--- config.mk ---
export PLATFORM = sky130hd
export DESIGN_NAME = instr_fetch
export DESIGN_NICKNAME = d
export VERILOG_FILES = /design/src/rtl/instr_fetch.sv
export SDC_FILE = /design/constraint.sdc
export NUM_CORES = 1
export LEC_CHECK = 0
export CAP_MARGIN = 25
export CELL_PAD_IN_SITES_DETAIL_PLACEMENT = 1
export CELL_PAD_IN_SITES_GLOBAL_PLACEMENT = 1
export CORE_MARGIN = 8
export CORE_UTILIZATION = 33
export CTS_CLUSTER_SIZE = 25
export DETAILED_ROUTE_END_ITERATION = 12
export PLACE_DENSITY_LB_ADDON = 0.1
export SYNTH_ARGS = -nofsm -noshare
export SYNTH_HDL_FRONTEND = slang
export SYNTH_SLANG_ARGS = --single-unit
--- constraint.sdc ---
create_clock -name clk -period 6.7 [get_ports clk]
set_input_delay 1.34 -clock clk [delete_from_list [all_inputs] [get_ports clk]]
set_output_delay 1.34 -clock clk [all_outputs]
set_load 0.005 [all_outputs]
--- src/rtl/instr_fetch.sv ---
// Instruction fetch stage: PC register, single-outstanding imem FSM and IF/ID output latch.
// Optional fetch counter enabled by defining INSTR_FETCH_PERF_EN.
module instr_fetch #(
    parameter logic [31:0] RESET_PC = 32'h0000_0000
) (
    input  logic        clk,
    input  logic        rst,
    input  logic        stall_i,
    input  logic        redirect_i,
    input  logic [31:0] redirect_pc_i,
    output logic        imem_req_o,
    output logic [31:0] imem_addr_o,
    input  logic        imem_rvalid_i,
    input  logic [31:0] imem_rdata_i,
    output logic [31:0] instr_o,
    output logic [31:0] pc_incr_o,
    output logic        valid_o,
    output logic [31:0] fetch_count_o
);

    localparam logic [31:0] NOP = 32'h0000_0013;

    typedef enum logic [1:0] {
        ISSUE = 2'd0,
        WAIT  = 2'd1,
        HOLD  = 2'd2
    } state_t;

    state_t      state_q;
    state_t      state_d;
    logic [31:0] pc_q;
    logic [31:0] pc_d;
    logic        discard_q;
    logic        discard_d;
    logic [31:0] hold_instr_q;
    logic [31:0] hold_instr_d;
    logic [31:0] hold_pc_q;
    logic [31:0] hold_pc_d;
    logic [31:0] instr_d;
    logic [31:0] pc_incr_d;
    logic        valid_d;
    logic        out_stall;
    logic [31:0] pc_plus4;
    logic [31:0] redirect_tgt;

    assign out_stall    = stall_i && valid_o;
    assign pc_plus4     = pc_q + 32'd4;
    assign redirect_tgt = redirect_pc_i & ~32'h0000_0003;
    assign imem_addr_o  = pc_q;

    always_comb begin
        state_d      = state_q;
        pc_d         = pc_q;
        discard_d    = discard_q;
        hold_instr_d = hold_instr_q;
        hold_pc_d    = hold_pc_q;
        instr_d      = instr_o;
        pc_incr_d    = pc_incr_o;
        valid_d      = valid_o;
        imem_req_o   = 1'b0;

        if (redirect_i) begin
            instr_d      = NOP;
            valid_d      = 1'b0;
            hold_instr_d = '0;
            hold_pc_d    = '0;
            pc_d         = redirect_tgt;
            // A response still in flight must be swallowed when it lands
            if (state_q == WAIT && !imem_rvalid_i) begin
                state_d   = WAIT;
                discard_d = 1'b1;
            end else begin
                state_d   = ISSUE;
                discard_d = 1'b0;
            end
        end else begin
            if (!stall_i) begin
                instr_d = NOP;
                valid_d = 1'b0;
            end
            unique case (state_q)
                ISSUE: begin
                    if (!out_stall) begin
                        imem_req_o = 1'b1;
                        state_d    = WAIT;
                    end
                end
                WAIT: begin
                    if (imem_rvalid_i) begin
                        state_d = ISSUE;
                        if (discard_q) begin
                            discard_d = 1'b0;
                        end else if (out_stall) begin
                            hold_instr_d = imem_rdata_i;
                            hold_pc_d    = pc_plus4;
                            pc_d         = pc_plus4;
                            state_d      = HOLD;
                        end else begin
                            instr_d   = imem_rdata_i;
                            pc_incr_d = pc_plus4;
                            valid_d   = 1'b1;
                            pc_d      = pc_plus4;
                        end
                    end
                end
                HOLD: begin
                    if (!stall_i) begin
                        instr_d   = hold_instr_q;
                        pc_incr_d = hold_pc_q;
                        valid_d   = 1'b1;
                        state_d   = ISSUE;
                    end
                end
                default: begin
                    state_d = ISSUE;
                end
            endcase
        end

        if (rst) begin
            imem_req_o = 1'b0;
        end
    end

    always_ff @(posedge clk or posedge rst) begin
        if (rst) begin
            state_q      <= ISSUE;
            pc_q         <= RESET_PC;
            discard_q    <= 1'b0;
            hold_instr_q <= '0;
            hold_pc_q    <= '0;
            instr_o      <= NOP;
            pc_incr_o    <= '0;
            valid_o      <= 1'b0;
        end else begin
            state_q      <= state_d;
            pc_q         <= pc_d;
            discard_q    <= discard_d;
            hold_instr_q <= hold_instr_d;
            hold_pc_q    <= hold_pc_d;
            instr_o      <= instr_d;
            pc_incr_o    <= pc_incr_d;
            valid_o      <= valid_d;
        end
    end

`ifdef INSTR_FETCH_PERF_EN
    logic        capture;
    logic [31:0] count_q;

    // Counts only data that reaches the outputs or the hold buffer
    assign capture = !redirect_i && (state_q == WAIT)
                  && imem_rvalid_i && !discard_q;

    always_ff @(posedge clk or posedge rst) begin
        if (rst) begin
            count_q <= '0;
        end else if (capture) begin
            count_q <= count_q + 32'd1;
        end
    end

    assign fetch_count_o = count_q;
`else
    assign fetch_count_o = '0;
`endif

endmodule
## Yosys cells after proc, flatten, opt, wreduce, memory -nomap -nowiden

Cells that the tools add are included.

- Bits in registers: 164
- Input bits: 69
- Output and inout bits: 130
- Word-level logic and storage cells: 82

- $add $sub $neg: 1
- Eq/ne operators: 10
- Mux-type cells: 49
- Bitwise operators: 1
- Reduce and logical (&&, ||, !) cells: 13

Operators with widths:

| kind | number |
|---|---|
| 32-bit two-way mux | 24 |
| 32-bit case mux with 2 select lines | 2 |
| 32-bit by 3-bit adder with 32-bit output, second input constant | 1 |
| 1-bit two-way mux | 15 |
| 2-bit two-way mux | 6 |
| 2-bit != test, second input constant | 5 |
| 3-bit != test, second input constant | 3 |
| 2-bit nonzero test | 4 |
| 2-bit case mux with 3 select lines | 1 |
| 3-bit AND reduction | 2 |
| 6-bit AND reduction | 1 |
| 4-bit AND reduction | 1 |
| 2-bit by 1-bit equality test with 1-bit output, second input constant | 1 |
| 2-bit equality test, second input constant | 1 |
| 1-bit logical AND | 2 |
| 2-bit logical NOT | 1 |
| 1-bit case mux with 2 select lines | 1 |
| 2-bit AND reduction | 1 |
| 1-bit logical NOT | 1 |
| 1-bit NOT | 1 |

## Logic depth before layout (Yosys ltp)

Gate-level depths: netlist (run 1).

- Depth after elaboration: 6
- Mapped depth: 9
- Depth with buffers taken out: 7

## Worst setup path before layout (run 1)

Ideal clock, no wire load.

- Path type: input port to output port
- Start point: input redirect_i
- End point: output imem_req_o
- Data arrival time: 2.045 ns
- Data required time: 5.360 ns
- Path slack: 3.315 ns
- Stages on the path: 3
- Path buffers: 2
- Cells stage by stage: clkbuf_1 > clkbuf_1 > nor4b_1

- Cells in the longest elaborated chain, start to end: 2

RTL lines:

| what | line | RTL |
|---|---|---|
| start: declaration | 9 | `input logic redirect_i,` |
| 1-bit two-way mux | 62 | `if (redirect_i) begin` |
| 1-bit two-way mux | 120 | `if (rst) begin` |
| end: declaration | 11 | `output logic imem_req_o,` |

Every way passes these cells.

## Worst setup path after layout (run 1)

- Start point: input rst
- End point: output imem_req_o

- Cells in the longest elaborated chain, start to end: 1

RTL lines:

| what | line | RTL |
|---|---|---|
| start: declaration | 7 | `input logic rst,` |
| 1-bit two-way mux | 120 |  |

Every way passes these cells.

==> summary.md, run 1 <==
| Metric | Value |
|---|---|
| P_leak | 0.00434 uW |
| Final min period | 4.03 ns |
| TritonCTS Sinks | 160 |
| Post-DP HPWL | 18,400 um |
| Full die area | approximately 0.032 mm2 |
| Crit path required time | 5.36 ns |
| Layout Nets | 1,151 |
| Syn. warnings | 0 |
| Number of distinct library cells after synthesis | 53 |
| Global-route wire length before repair | 44,700 um |
| Max-Cap Viols | 0 |
| Most frequent cells in the layout | clkdlybuf4s50_1 (160), dfrtp_1 (157), nand2_1 (155) |
| Vias in the first global route | 7,864 |
| # DRC | 0 |
| FMAX | 0.248 GHz |
| Reg2Reg Depth | 5 |
| Hold depth | 1 |
| Crit path DAT | roughly 2.7 ns |
| Endpoints failing setup | 0 |
| Total congestion overflow | 0 |
| Die X | approximately 180 um |
| Die Ht | 178 um |
| Drt pass-1 iters | 4 |
| Mapped cell area | 0.00864 mm2 |
| Avg Vias per Cell | 5.14 |
| GP Congestion | approximately 0.76 |
| Hold Crit Class | reg -> reg |
| Fill cells | 3,000 |
| Core Util, Final | a little over two fifths |
| Root Buffer | clkbuf_16 |
| Clk_lat worst skew | 0.42 ns |
| Area grow syn2layout | 27.3% |
| Cell Pwr Density | between 200 and 300 mW/mm2 |
| Vias | 7,323 |
| Main synth FF type | dfrtp_1 |
| TritonCTS clock tree | done |
| Drt wl/cell | 19.4 um |
| Crit Path Class | in -> out |
| RSZ-0062 raised after global routing | false |
| Setup crit start kind | primary input |
| Finished layout cell area | around 0.011 mm2 |
| Placed cells | 1,393 |
| Setup bufs post-CTS | 0 |
| Placement Cell Area | 0.0103 mm2 |
| Critical R2R Launch | imem_addr_o[8] |
| 1st-iter DRT viols | 388 |
| HP Start | pc_incr_o[10] |
| Core area | ~0.026 mm2 |
| Async S/R FF share, synth | 100% |
| H-tree lvl count | 4 |
| Longest Clk Path Bufs | 2 |
| Row cnt | 59 |
| Pins Over Slew Limit | 0 |
| Worst setup EP type | output pin |
| Commonest non-fill, non-tap cell in the layout | clkdlybuf4s50_1 |
| Cells after Synth | 968 |
| Diodes inserted | 0 |
| Clk slew on worst S/H paths | 0.06 ns |
| Largest net degree at the start of global routing | 79 |
| Max-slew headroom | around a third |
| Routed wire length | 27,700 um |
| Antenna Violating Nets Remaining | 0 |
| Resize count post-CTS | 0 |
| Hold Path End | pc_incr_o[10] |
| Crit Path Max Fanout | 2 |
| Syn Area/Cell | between 8 and 9 um2 |
| Starting Density | 33.4% |
| Seq cells post-synth | 160 |
| Worst-margin pin slew | 0.987 ns |
| Tot Pwr | between 2000 and 3000 uW |
| Post-synth EDFFs | 0 |
| Initial antenna violation count | 0 |
| Layout cells sized above 1 | about 6.5% |
| Status | finished, final reports clean |
| Final worst-path cycle share | 60.1% |
| All-Layer GR Usage | 17.8% |
| Worst VDD drop | 122 uV |
| PortBufs | between 150 and 200 |
| Io pins | 199 |
| Worst reg-to-reg setup slack | ~3.8 ns |
| CTS Hold Buffers Added | 0 |
| Sequential-to-total area share from yosys stat | a little under half |
| Cts bufs inserted | 17 |
| Crit Reg-Reg Endpoint | pc_incr_o[22] |
| Final std cells w/o fill | between 1,000 and 1,500 |
| Skew final | around 0.013 ns |
| Final hold vios | 0 |
| Setup TNS | 0 ns |
-- worst max-delay path by stage --
stage	cells past startpoint	startpoint	endpoint
3_3_place_gp	3	rst	imem_req_o
4_1_cts	3	rst	imem_req_o
2_1_floorplan	1	rst	discard_q
5_1_grt	3	rst	imem_req_o
3_5_place_dp	3	rst	imem_req_o
6_report	3	rst	imem_req_o
-- flip-flops by register name (all words and copies together) (netlist names) --
| name | count |
|---|---|
| state_q | 2 |
| hold_instr_q | 32 |
| instr_o | 32 |
| imem_addr_o | 30 |
| valid_o | 1 |
| pc_incr_o | 31 |
| discard_q | 1 |
| hold_pc_q | 31 |
-- power breakdown --
part | internal [uW] | switching, uW | leakage (uW)
combinational | 333 | 307 | 0.00190
sequential | 1080 | 106 | 0.00212
clock | 712 | 413 | 0.000324
-- area by class of cell --
cell class | count | area (um2) | share of cell area [%]
tap | 335 | 419 | 3.81
clock inverter | 13 | 231 | 2.10
multi-input combinational | 710 | 4140 | 37.6
sequential | 160 | 4010 | 36.4
timing repair buffer | 176 | 1720 | 15.6
clock buffer | 19 | 443 | 4.02
inverter | 12 | 50.0 | 0.455
-- critical path: stages --
cell	delay, ns
clkdlybuf4s50_1	0.49
nor4b_1	0.31
clkdlybuf4s50_1	0.55
-- routing by layer --
metal	track usage (%)	vias up	wire, um
li1	-	3535	-
met1	24.3	3602	13200
met2	28.0	167	12700
met3	4.21	19	1400
met4	4.20	0	367
met5	0	-	0
-- cells by family after synthesis --
kind of cell / share of synthesized area [%]
compound gates: 16.9
mux: 4.99
xor+xnor: 4.56
other cells: 0.0434
simple gates: 19.0
buf+inv: 7.47
flops: 46.4
fa+ha+maj: 0.724
-- synthesized netlist by cell type, types with 4 or more instances --
cell type | count | area share [%]
o31a_1 | 7 | 0.71
nor3_1 | 44 | 2.5
mux2_2 | 5 | 0.65
a31oi_1 | 7 | 0.51
and4_1 | 5 | 0.51
a211oi_1 | 16 | 1.4
a32oi_1 | 29 | 2.9
nor4_1 | 11 | 0.80
ha_1 | 5 | 0.72
clkbuf_1 | 60 | 2.6
buf_2 | 5 | 0.29
clkbuf_2 | 4 | 0.23
buf_1 | 13 | 0.56
mux2i_1 | 36 | 4.2
xnor2_1 | 32 | 3.2
nand2b_1 | 9 | 0.65
o21ai_1 | 4 | 0.23
nand4_1 | 11 | 0.80
a21oi_1 | 48 | 2.8
nor2_1 | 95 | 4.1
nand3_1 | 11 | 0.64
nand2_1 | 156 | 6.8
o2bb2ai_1 | 29 | 2.9
inv_1 | 11 | 0.48
buf_4 | 36 | 3.1
o31ai_1 | 5 | 0.43
o221ai_1 | 5 | 0.51
xor2_1 | 13 | 1.3
dfrtp_1 | 157 | 45
o21ai_0 | 62 | 3.6
-- metrics by stage --
step | hold WS [ns] | setup slack (ns)
after CTS | 0.484 | 2.65
after floorplan | 0.473 | 1.05
after global placement | 0.464 | 2.66
after detailed placement | 0.469 | 2.66
after global routing | 0.498 | 2.56
final | 0.478 | 2.67
No activity file was read; power rests on OpenSTA's default activity.
==> run 2, diff against run 1 <==
==> constraint.sdc (replaced) <==
create_clock -name clk -period 3.85 [get_ports clk]
set_input_delay 0.77 -clock clk [delete_from_list [all_inputs] [get_ports clk]]
set_output_delay 0.77 -clock clk [all_outputs]
set_load 0.005 [all_outputs]
==> summary.md, run 2 (synthesized netlist as in run 1, its figures left out) <==
| Metric | Value |
|---|---|
| Die X | roughly 180 um |
| Worst setup EP type | output pin |
| Slowest cell delay on critical path | 0.61 ns |
| All-Layer GR Usage | 17.6% |
| Largest registers | hold_instr_q: 32 flops, instr_o: 32 flops |
| Starting Density | 33.4% |
| Post-DP HPWL | 18,500 um |
| Longest Clk Path Bufs | 2 |
| Most Frequent Cell on Critical Path | clkdlybuf4s50_1 |
| Drt wl/cell | approximately 19 um |
| Setup crit start kind | primary input |
| Worst-margin pin slew | 1.02 ns |
| Max-slew headroom | 32.2% |
| Setup TNS | 0 ns |
| Most frequent cells in the layout | clkdlybuf4s50_1 (160), dfrtp_1 (157), nand2_1 (155) |
| Crit path DAT | 2.19 ns |
| Root Buffer | clkbuf_16 |
| Commonest non-fill, non-tap cell in the layout | clkdlybuf4s50_1 |
| Skew final | between 0.01 and 0.015 ns |
| Routed wire length | 27,500 um |
| Crit Path Max Fanout | 2 |
| Final std cells w/o fill | 1,429 |
| Max-Cap Viols | 0 |
| Global-route wire length before repair | 43,700 um |
| Avg Vias per Cell | a little over 5 |
| Final min period | just under 3 ns |
| H-tree lvl count | 4 |
| Layout Nets | between 1,000 and 1,500 |
| Fill cells | between 2,000 and 3,000 |
| Clk_lat worst skew | 0.43 ns |
| PortBufs | 162 |
| Hold Crit Class | reg -> reg |
| Cell Pwr Density | 461 mW/mm2 |
| Largest net degree at the start of global routing | between 80 and 90 |
| Io pins | 199 |
| Die Ht | 178 um |
| Drt pass-1 iters | 4 |
| Diodes inserted | 0 |
| Pins Over Slew Limit | 0 |
| Area grow syn2layout | 27.5% |
| Cts bufs inserted | 17 |
| Core area | 0.0259 mm2 |
| P_leak | 0.00436 uW |
| Resize count post-CTS | 0 |
| Register area | 0.00401 mm2 |
| Initial antenna violation count | 0 |
| Endpoints failing setup | 0 |
| Antenna Violating Nets Remaining | 0 |
| Setup bufs post-CTS | 0 |
| GP Congestion | 0.779 |
| Total congestion overflow | 0 |
| CTS Hold Buffers Added | 0 |
| RSZ-0062 raised after global routing | false |
| TritonCTS clock tree | done |
| Vias in the first global route | 7,662 |
| Layout cells sized above 1 | 6.86% |
| Full die area | 0.0316 mm2 |
| Final hold vios | 0 |
| Critical-path top delay cell | clkdlybuf4s50_1 |
| Area occupied by multi-input gates | a little over 0.004 mm2 |
| Worst VDD drop | 185 uV |
| Row cnt | 59 |
| FMAX | 0.338 GHz |
| Pre-CTS WS | 0.882 ns |
| Clk slew on worst S/H paths | ~0.06 ns |
| Crit path required time | around 3.1 ns |
| # DRC | 0 |
| TritonCTS Sinks | 160 |
| CP Cell Sequence | clkdlybuf4s50_1 -> nor4b_1 -> clkdlybuf4s50_1 |
| 1st-iter DRT viols | 349 |
| Setup ws final | 0.892 ns |
| Vias | 7,310 |
| Final worst-path cycle share | 76.8% |
| Crit Path Class | in -> out |
| Status | finished, final reports clean |
| Placed cells | about 1,400 |
-- run 2: per-stage QoR --
step	hold WS (ns)	area, um2	util [%]	power [uW]
CTS	0.484	11000	42.5	5180
global route	0.507	11000	42.5	5350
floorplan	0.473	8770	-	2560
finish	0.478	11000	42.5	5080
detailed placement	0.469	10400	40.0	3250
global placement	0.461	10400	40.0	3230
-- run 2: worst max-delay path: cells and delay by family --
family / cells / cell delay [ns]
and+or+nand+nor: 1 / 0.35
buffers and inverters: 2 / 1.07
-- run 2: metal layers --
metal / share of wire, % / GRT usage (%)
met1: 48 / 23.6
met3: 4.7 / 4.40
met2: 47 / 27.9
met5: 0 / 0
met4: 0.91 / 4.17
-- run 2: final cells by class --
class,count,share of cell area (%)
repair buffers,181,16.0
clock inverters,13,1.91
flip-flops and latches,160,36.4
multi-input cells,710,37.5
clock buffers,18,3.98
well taps,335,3.80
inverters,12,0.443
-- run 2: path summary, 6_finish.rpt --
path,from,to,slack (ns),cells after the start
setup reg to reg,imem_addr_o[10],pc_incr_o[29],1.10,5
max in group asynchronous,rst,imem_addr_o[30],2.23,3
hold reg to reg,pc_incr_o[22],pc_incr_o[22],0.48,2
hold / removal,pc_incr_o[22],pc_incr_o[22],0.48,2
setup / recovery,rst,imem_req_o,0.89,3
min in group asynchronous,rst,instr_o[24],0.80,2
-- run 2: report_power, final --
group | switching, uW | internal [uW] | total (uW)
Sequential | 182 | 1880 | 2060
Combinational | 538 | 588 | 1130
Clock | 720 | 1170 | 1890
